--- config.mk ---
export PLATFORM = sky130hd
export DESIGN_NAME = brp_resolve
export DESIGN_NICKNAME = d
export VERILOG_FILES = /design/src/rtl/brp_resolve.sv
export SDC_FILE = /design/constraint.sdc
export NUM_CORES = 1
export LEC_CHECK = 0
export CORE_ASPECT_RATIO = 1.2
export CORE_UTILIZATION = 30
export DETAILED_ROUTE_END_ITERATION = 16
export PLACE_DENSITY = 0.59
export SLEW_MARGIN = 20
export SYNTH_ARGS = -nofsm -noshare
export SYNTH_HDL_FRONTEND = slang
export SYNTH_SLANG_ARGS = --single-unit
export TNS_END_PERCENT = 10
--- constraint.sdc ---
create_clock -name clk -period 6.1 [get_ports clk]
set_input_delay 0.915 -clock clk [delete_from_list [all_inputs] [get_ports clk]]
set_output_delay 0.915 -clock clk [all_outputs]
set_load 0.05 [all_outputs]
--- src/rtl/brp_resolve.sv ---
// brp_resolve: resolves queued branch predictions oldest-first and feeds back update/flush/statistics.
// Latency: upd_valid/upd_correct/flush/redirect_pc/counters are registered, 1 cycle after the accepted resolve.
// Backpressure: pred_ready low when the queue is full or during flush; resolves are never stalled.
// Ports: pred_* = fetch push side (valid/ready); res_* = execute resolve side (oldest entry);
//        upd_* = predictor update strobe; flush/redirect_pc = mispredict recovery;
//        empty, err_underflow, num_branches, num_mispredicts = status and statistics.
module brp_resolve #(
  parameter int DEPTH = 4,
  parameter int XLEN  = 32,
  parameter int CNT_W = 32
) (
  input  logic             clk,
  input  logic             rst_n,
  input  logic             pred_valid,
  input  logic             pred_taken,
  input  logic [XLEN-1:0]  pred_pc,
  input  logic [XLEN-1:0]  pred_target,
  output logic             pred_ready,
  input  logic             res_valid,
  input  logic             res_taken,
  input  logic [XLEN-1:0]  res_target,
  output logic             upd_valid,
  output logic             upd_correct,
  output logic             flush,
  output logic [XLEN-1:0]  redirect_pc,
  output logic             empty,
  output logic             err_underflow,
  output logic [CNT_W-1:0] num_branches,
  output logic [CNT_W-1:0] num_mispredicts
);

  localparam int PW = $clog2(DEPTH);
  localparam logic [PW:0]      OCC_FULL = DEPTH[PW:0];
  localparam logic [PW:0]      OCC_ONE  = 1;
  localparam logic [PW-1:0]    PTR_ONE  = 1;
  localparam logic [CNT_W-1:0] CNT_ONE  = 1;
  localparam logic [XLEN-1:0]  INSN_SZ  = 4;

  typedef struct packed {
    logic            taken;
    logic [XLEN-1:0] pc;
    logic [XLEN-1:0] target;
  } ent_t;

  ent_t             ent_q [DEPTH];
  ent_t             ent_wr_d;
  logic             ent_we_d;
  ent_t             head;

  logic [PW-1:0]    rd_ptr_q, rd_ptr_d, wr_ptr_q, wr_ptr_d;
  logic [PW:0]      occ_q, occ_d;
  logic             upd_valid_q, upd_valid_d;
  logic             upd_correct_q, upd_correct_d;
  logic             flush_q, flush_d;
  logic [XLEN-1:0]  redirect_pc_q, redirect_pc_d;
  logic             err_q, err_d;
  logic [CNT_W-1:0] nb_q, nb_d, nm_q, nm_d;
  logic             push, pop, mispredict;

  // Ready depends on registered state only, never on res_valid.
  assign empty           = (occ_q == '0);
  assign pred_ready      = (occ_q != OCC_FULL) && !flush_q;
  assign upd_valid       = upd_valid_q;
  assign upd_correct     = upd_correct_q;
  assign flush           = flush_q;
  assign redirect_pc     = redirect_pc_q;
  assign err_underflow   = err_q;
  assign num_branches    = nb_q;
  assign num_mispredicts = nm_q;

  always_comb begin
    head          = ent_q[rd_ptr_q];
    push          = pred_valid && pred_ready;
    pop           = res_valid && !empty;
    // Target only matters when both sides agree the branch was taken.
    mispredict    = pop && ((res_taken != head.taken) ||
                            (res_taken && head.taken && (res_target != head.target)));

    upd_valid_d   = pop;
    upd_correct_d = pop && !mispredict;
    flush_d       = mispredict;
    redirect_pc_d = redirect_pc_q;
    err_d         = err_q || (res_valid && empty);
    nb_d          = nb_q;
    nm_d          = nm_q;
    rd_ptr_d      = rd_ptr_q;
    wr_ptr_d      = wr_ptr_q;
    occ_d         = occ_q;
    ent_we_d      = push && !mispredict;
    ent_wr_d      = '{taken: pred_taken, pc: pred_pc, target: pred_target};

    if (pop && (nb_q != '1)) nb_d = nb_q + CNT_ONE;

    if (mispredict) begin
      // Everything younger than the mispredicted branch is wrong-path: drop it all.
      redirect_pc_d = res_taken ? res_target : (head.pc + INSN_SZ);
      if (nm_q != '1) nm_d = nm_q + CNT_ONE;
      rd_ptr_d = '0;
      wr_ptr_d = '0;
      occ_d    = '0;
    end else begin
      if (pop)  rd_ptr_d = rd_ptr_q + PTR_ONE;
      if (push) wr_ptr_d = wr_ptr_q + PTR_ONE;
      case ({push, pop})
        2'b10:   occ_d = occ_q + OCC_ONE;
        2'b01:   occ_d = occ_q - OCC_ONE;
        default: occ_d = occ_q;
      endcase
    end
  end

  always_ff @(posedge clk or negedge rst_n) begin
    if (!rst_n) begin
      rd_ptr_q      <= '0;
      wr_ptr_q      <= '0;
      occ_q         <= '0;
      upd_valid_q   <= 1'b0;
      upd_correct_q <= 1'b0;
      flush_q       <= 1'b0;
      redirect_pc_q <= '0;
      err_q         <= 1'b0;
      nb_q          <= '0;
      nm_q          <= '0;
    end else begin
      rd_ptr_q      <= rd_ptr_d;
      wr_ptr_q      <= wr_ptr_d;
      occ_q         <= occ_d;
      upd_valid_q   <= upd_valid_d;
      upd_correct_q <= upd_correct_d;
      flush_q       <= flush_d;
      redirect_pc_q <= redirect_pc_d;
      err_q         <= err_d;
      nb_q          <= nb_d;
      nm_q          <= nm_d;
    end
  end

  // Payload storage needs no reset: occupancy alone decides which entries are live.
  always_ff @(posedge clk) begin
    if (ent_we_d) ent_q[wr_ptr_q] <= ent_wr_d;
  end

endmodule
======== Word level (Yosys, flattened, before mapping) ========
Memory sizes are Yosys's and may differ from the RTL's.
Index checks and enable logic that the tools add are counted.
storage, ports and cells
  output and inout bits ................... 102
  logic and storage cells ................. 54
  input port bits ......................... 102
  bits in writable memories ............... 260
  flip-flop bits (word level) ............. 107
  memories ................................ 1
operators by class
  $add $sub $neg .......................... 7
  reduce and logical (&&, ||, !) cells .... 20
  eq/ne operators ......................... 7
  multiplexer cells ....................... 9
memories
  memory  words  bits a word  read ports  clocked after Yosys merged registers in  wr ports  line  source
  ent_q   4      65           1           0                                        1         45    ent_t ent_q [DEPTH];
operators by type and width
  cell                                                                count
  32-bit by 1-bit adder with 32-bit output, second input constant     2
  32-bit inequality test, second input constant                       2
  32-bit by 3-bit adder with 32-bit output, second input constant     1
  32-bit two-way mux                                                  1
  32-bit inequality test                                              1
  1-bit logical AND                                                   10
  2-bit two-way mux                                                   4
  3-bit case mux with 2 select lines                                  1
  2-bit by 1-bit adder with 2-bit output, second input constant       2
  2-bit nonzero test                                                  2
  3-bit by 1-bit adder with 3-bit output, second input constant       1
  1-bit zero test                                                     3
  3-bit zero test                                                     1
  3-bit two-way mux                                                   1
  3-bit inequality test, second input constant                        1
  3-bit nonzero test                                                  1
  3-bit by 1-bit subtractor with 3-bit output, second input constant  1
  2-bit by 1-bit == test with 1-bit output, second input constant     1
  2-bit == test, second input constant                                1
  1-bit logical OR                                                    2
  1-bit two-way mux                                                   2
  2-bit AND reduction                                                 1
  1-bit inequality test                                               1

======== Longest topological paths before layout ========
An unclocked memory read counts as a cell.
  depth in word-level cells ............... 9
  depth in mapped cells ................... 14
  mapped depth without buffers ............ 10

======== Worst setup path after synthesis ========
No wires, ideal clock.
  path type ............................... flip-flop to flip-flop
  start point ............................. register rd_ptr_q[0]
  end point ............................... memory ent_q[0][0] in the netlist's numbering, enable pin
  data arrival time ....................... 4.149 ns
  cell stages (with the launch flop) ...... 12
  clock period less this slack ............ 4.580 ns
  setup slack ............................. 1.520 ns
  path buffers ............................ 7
  cell sequence ........................... dfrtp_1 > buf_4 > buf_6 > buf_12 > buf_6 > buf_2 > mux4_2 > ha_1 > o21ai_2 > buf_4 > buf_4 > and3_1
between the ends
  longest elaborated chain between the ends .. 9
ends and longest elaborated chain
  item                                                                line  source
  start, declared                                                     50    logic [PW-1:0] rd_ptr_q, rd_ptr_d, wr_ptr_q, wr_ptr_d;
  start signal, assigned                                              125   rd_ptr_q <= rd_ptr_d;
  memory 4 x 65 bit (*)                                               n/a
  32-bit inequality test / 1-bit logical AND (equally long branches)  77    (res_taken && head.taken && (res_target != head.target)));
  1-bit logical AND                                                   77
  1-bit logical OR (*)                                                76    mispredict = pop && ((res_taken != head.taken) ||
  1-bit logical AND (*)                                               76
  1-bit zero test (*)                                                 89    ent_we_d = push && !mispredict;
  1-bit logical AND (*)                                               89
  1-bit two-way mux (*)                                               140   if (ent_we_d) ent_q[wr_ptr_q] <= ent_wr_d;
  1-bit two-way mux (implied by the code) (*)                         140
  end, declared                                                       45
Mark *: on every way between the ends. The rest lies on a longest branch, timed or not.

======== Worst setup path after layout ========
  start point ............................. register rd_ptr_q[0]
  end point ............................... memory ent_q[3][48] in the netlist's numbering, enable pin
Same word-level chain as after synthesis.

==> impl_metrics.ini <==
[status]
outcome = complete, no violations

[die]
rows = 90
start_util = 0.3049
ios = 204
die_y_um = 250.3
dieArea_um2 = 52310
core_area_um2 = 50560
die_w_um = 209.0

[clocking]
clk_pin_slew_ns = 0.06
ctsResizeCount = 0
post_cts_buffers = 0
cts_tree = built
htree_levels = 2
hold_buffers = 0
clk_latency_ns = 0.58
cts_buffers = 41
root_buffer = clkbuf_16
cts_sinks = 367
cts_max_path_buffers = 3

[worst_setup_path]
crit_start = rd_ptr_q[0]
cp.required_ns = 6.34
path_buf_inv = 2
critPathKind = register to register
worstPathArrival_ns = 4.68
endpoint_kind = register
r2r-start = rd_ptr_q[0]
crit_family = simple AND/OR/NAND/NOR gates
worstPathMaxFanout = 44
worstRegToRegCells = 9
path_cells = mux4_2 -> xnor2_1 -> nand4_1 -> nor4_1 -> a21boi_1 -> o21ai_4 -> buf_4 -> and3_2 -> buf_12
critPathCapture = ent_q[3][48]
cp.depth = 9
rr_endpoint = ent_q[3][48]
regToRegSetupSlack_ns = 1.66
critical_path.startpoint_type = register
cp_slowest_cell = dfrtp_4
slowest_delay_ns = 1.00

[route]
drt_iter0_drc = 626
detail_route.first_pass.iterations = 5
route.detailed.drc = 0
wl_per_cell_um = 20.68
wl_mm = 38.73
routed_via_density = 4.792
vias = 8975
ant_nets = 0

[layout]
mostFrequentLayoutCells = edfxtp_1, clkdlybuf4s50_1, dfrtp_1, nand2_1, xnor2_1
final_common_cell = edfxtp_1
syn_to_final_growth_pct = 27.28
nets = 1308
n_antenna_cell = 0
drive_above_1_share = 0.1318
stdcell_area_um2 = 19630
fill_cells = 4648

[grt]
grt_pass1_vias = 9214
grt_start_max_net_pins = 67
grt_use_total = 0.1497
grt_overflow = 0
grt_pass1_wl_mm = 58.39
antenna_found_initial = 1

[yosys]
async_flop_share = 0.2916
synth_area_um2 = 15420
synth-edff-count = 260
syn_inst = 975
syn_nets = 1086
synth-seq-cells = 367
yosysUniqueCellTypes = 55
synth_area_per_cell_um2 = 15.81
synth_ff_type = edfxtp_1
synth_seq_area_share = 0.6800
yosysWarningCount = 0

[sta]
worstMarginPinSlew_ns = 1.039
setup-tns-final_ns = 0
slew_headroom = 0.3073
rsz0062_at_grt = false
finalCritPeriodShare = 0.7279
max_freq_ghz = 0.2252
fin_crit_ns = 4.440
slew_violations = 0
finalSetupViolCount = 0
finalHoldViolations = 0
clock_skew_ns = 0.02413

[worst_hold_path]
worstHoldStart = err_underflow
hold_class = register to register
hold_depth = 1

[placement]
routabilityCongestion = 0.7870
place_area_um2 = 18180
portBuffers = 203
dp_hpwl_mm = 27.01

[power]
vdd_ir_drop_max_mv = 0.2449
p_leak_nw = 6.874
power_density_nw_per_um2 = 453.8

[job]
max-cap-violations = 0
[where the power goes]
group	internal (mW)	switching [mW]	leakage (nW)
Sequential	3.13	0.319	3.73
Clock	1.60	1.03	0.690
Combinational	1.14	1.69	2.45
[worst min path at each step]
stage and end:
5_1_grt err_underflow, 2_1_floorplan occ_q[2], 4_1_cts err_underflow, 3_5_place_dp err_underflow
3_3_place_gp err_underflow, 6_report err_underflow
[state kept, by name, summed over array words and instances, names as in the netlist]
| name | count |
|---|---|
| ent_q | 260 |
| err_underflow | 1 |
| flush | 1 |
| num_branches | 32 |
| num_mispredicts | 32 |
| occ_q | 3 |
| rd_ptr_q | 2 |
| redirect_pc | 32 |
| upd_correct | 1 |
| upd_valid | 1 |
| wr_ptr_q | 2 |
[per-stage QoR]
step	worst slack, ns	instances	power, mW	hold WS (ns)	util
2_1_floorplan	1.521	975	5.416	0.4883	-
3_3_place_gp	1.593	1798	6.341	0.4450	0.3595
3_5_place_dp	1.554	1798	6.374	0.4490	0.3595
4_1_cts	1.503	1873	9.034	0.4616	0.3881
5_1_grt	1.397	1873	9.312	0.4797	0.3881
6_report	1.660	1873	8.905	0.4610	0.3881
[layer usage]
| metal | GRT usage | vias to the layer above | wire [um] |
|---|---|---|---|
| met5 | 0 | - | 13 |
| met4 | 0.05000 | 2 | 925 |
| met3 | 0.02570 | 57 | 1673 |
| met2 | 0.2535 | 245 | 19350 |
| met1 | 0.1937 | 4542 | 16760 |
| li1 | - | 4129 | - |
[cell type report]
type / instances / area [um^2] / area share
well taps: 644 / 805.8 / 0.04106
repair buffers: 218 / 2187 / 0.1114
inverters: 13 / 48.80 / 0.002486
multi-input cells: 556 / 4644 / 0.2367
clock buffers: 49 / 1066 / 0.05432
clock inverters: 26 / 382.9 / 0.01951
flip-flops and latches: 367 / 10490 / 0.5345
[synth_stat cells (17+ instances only)]
cell / n / area, um^2
xor2_1: 48 / 420.4
nand2_1: 80 / 300.3
xnor2_1: 69 / 604.3
nand3_1: 38 / 190.2
mux4_2: 65 / 1464
a21oi_1: 17 / 85.08
nand4_1: 23 / 143.9
dfrtp_1: 107 / 2678
o21ai_0: 33 / 165.2
nor3_1: 22 / 110.1
edfxtp_1: 260 / 7807
and3_1: 20 / 125.1
nor2_1: 38 / 142.6
[kinds of logic after synthesis]
group / count (synthesis) / synth area share
AOI/OAI and AO/OA: 70 / 0.02548
xor gates and xnor gates: 117 / 0.06646
adders and majority gates: 9 / 0.007791
buffers and inverters: 52 / 0.01956
DFF: 367 / 0.6800
muxes: 85 / 0.1091
and+or+nand+nor: 275 / 0.09162
(Power assumes the default switching activity.)
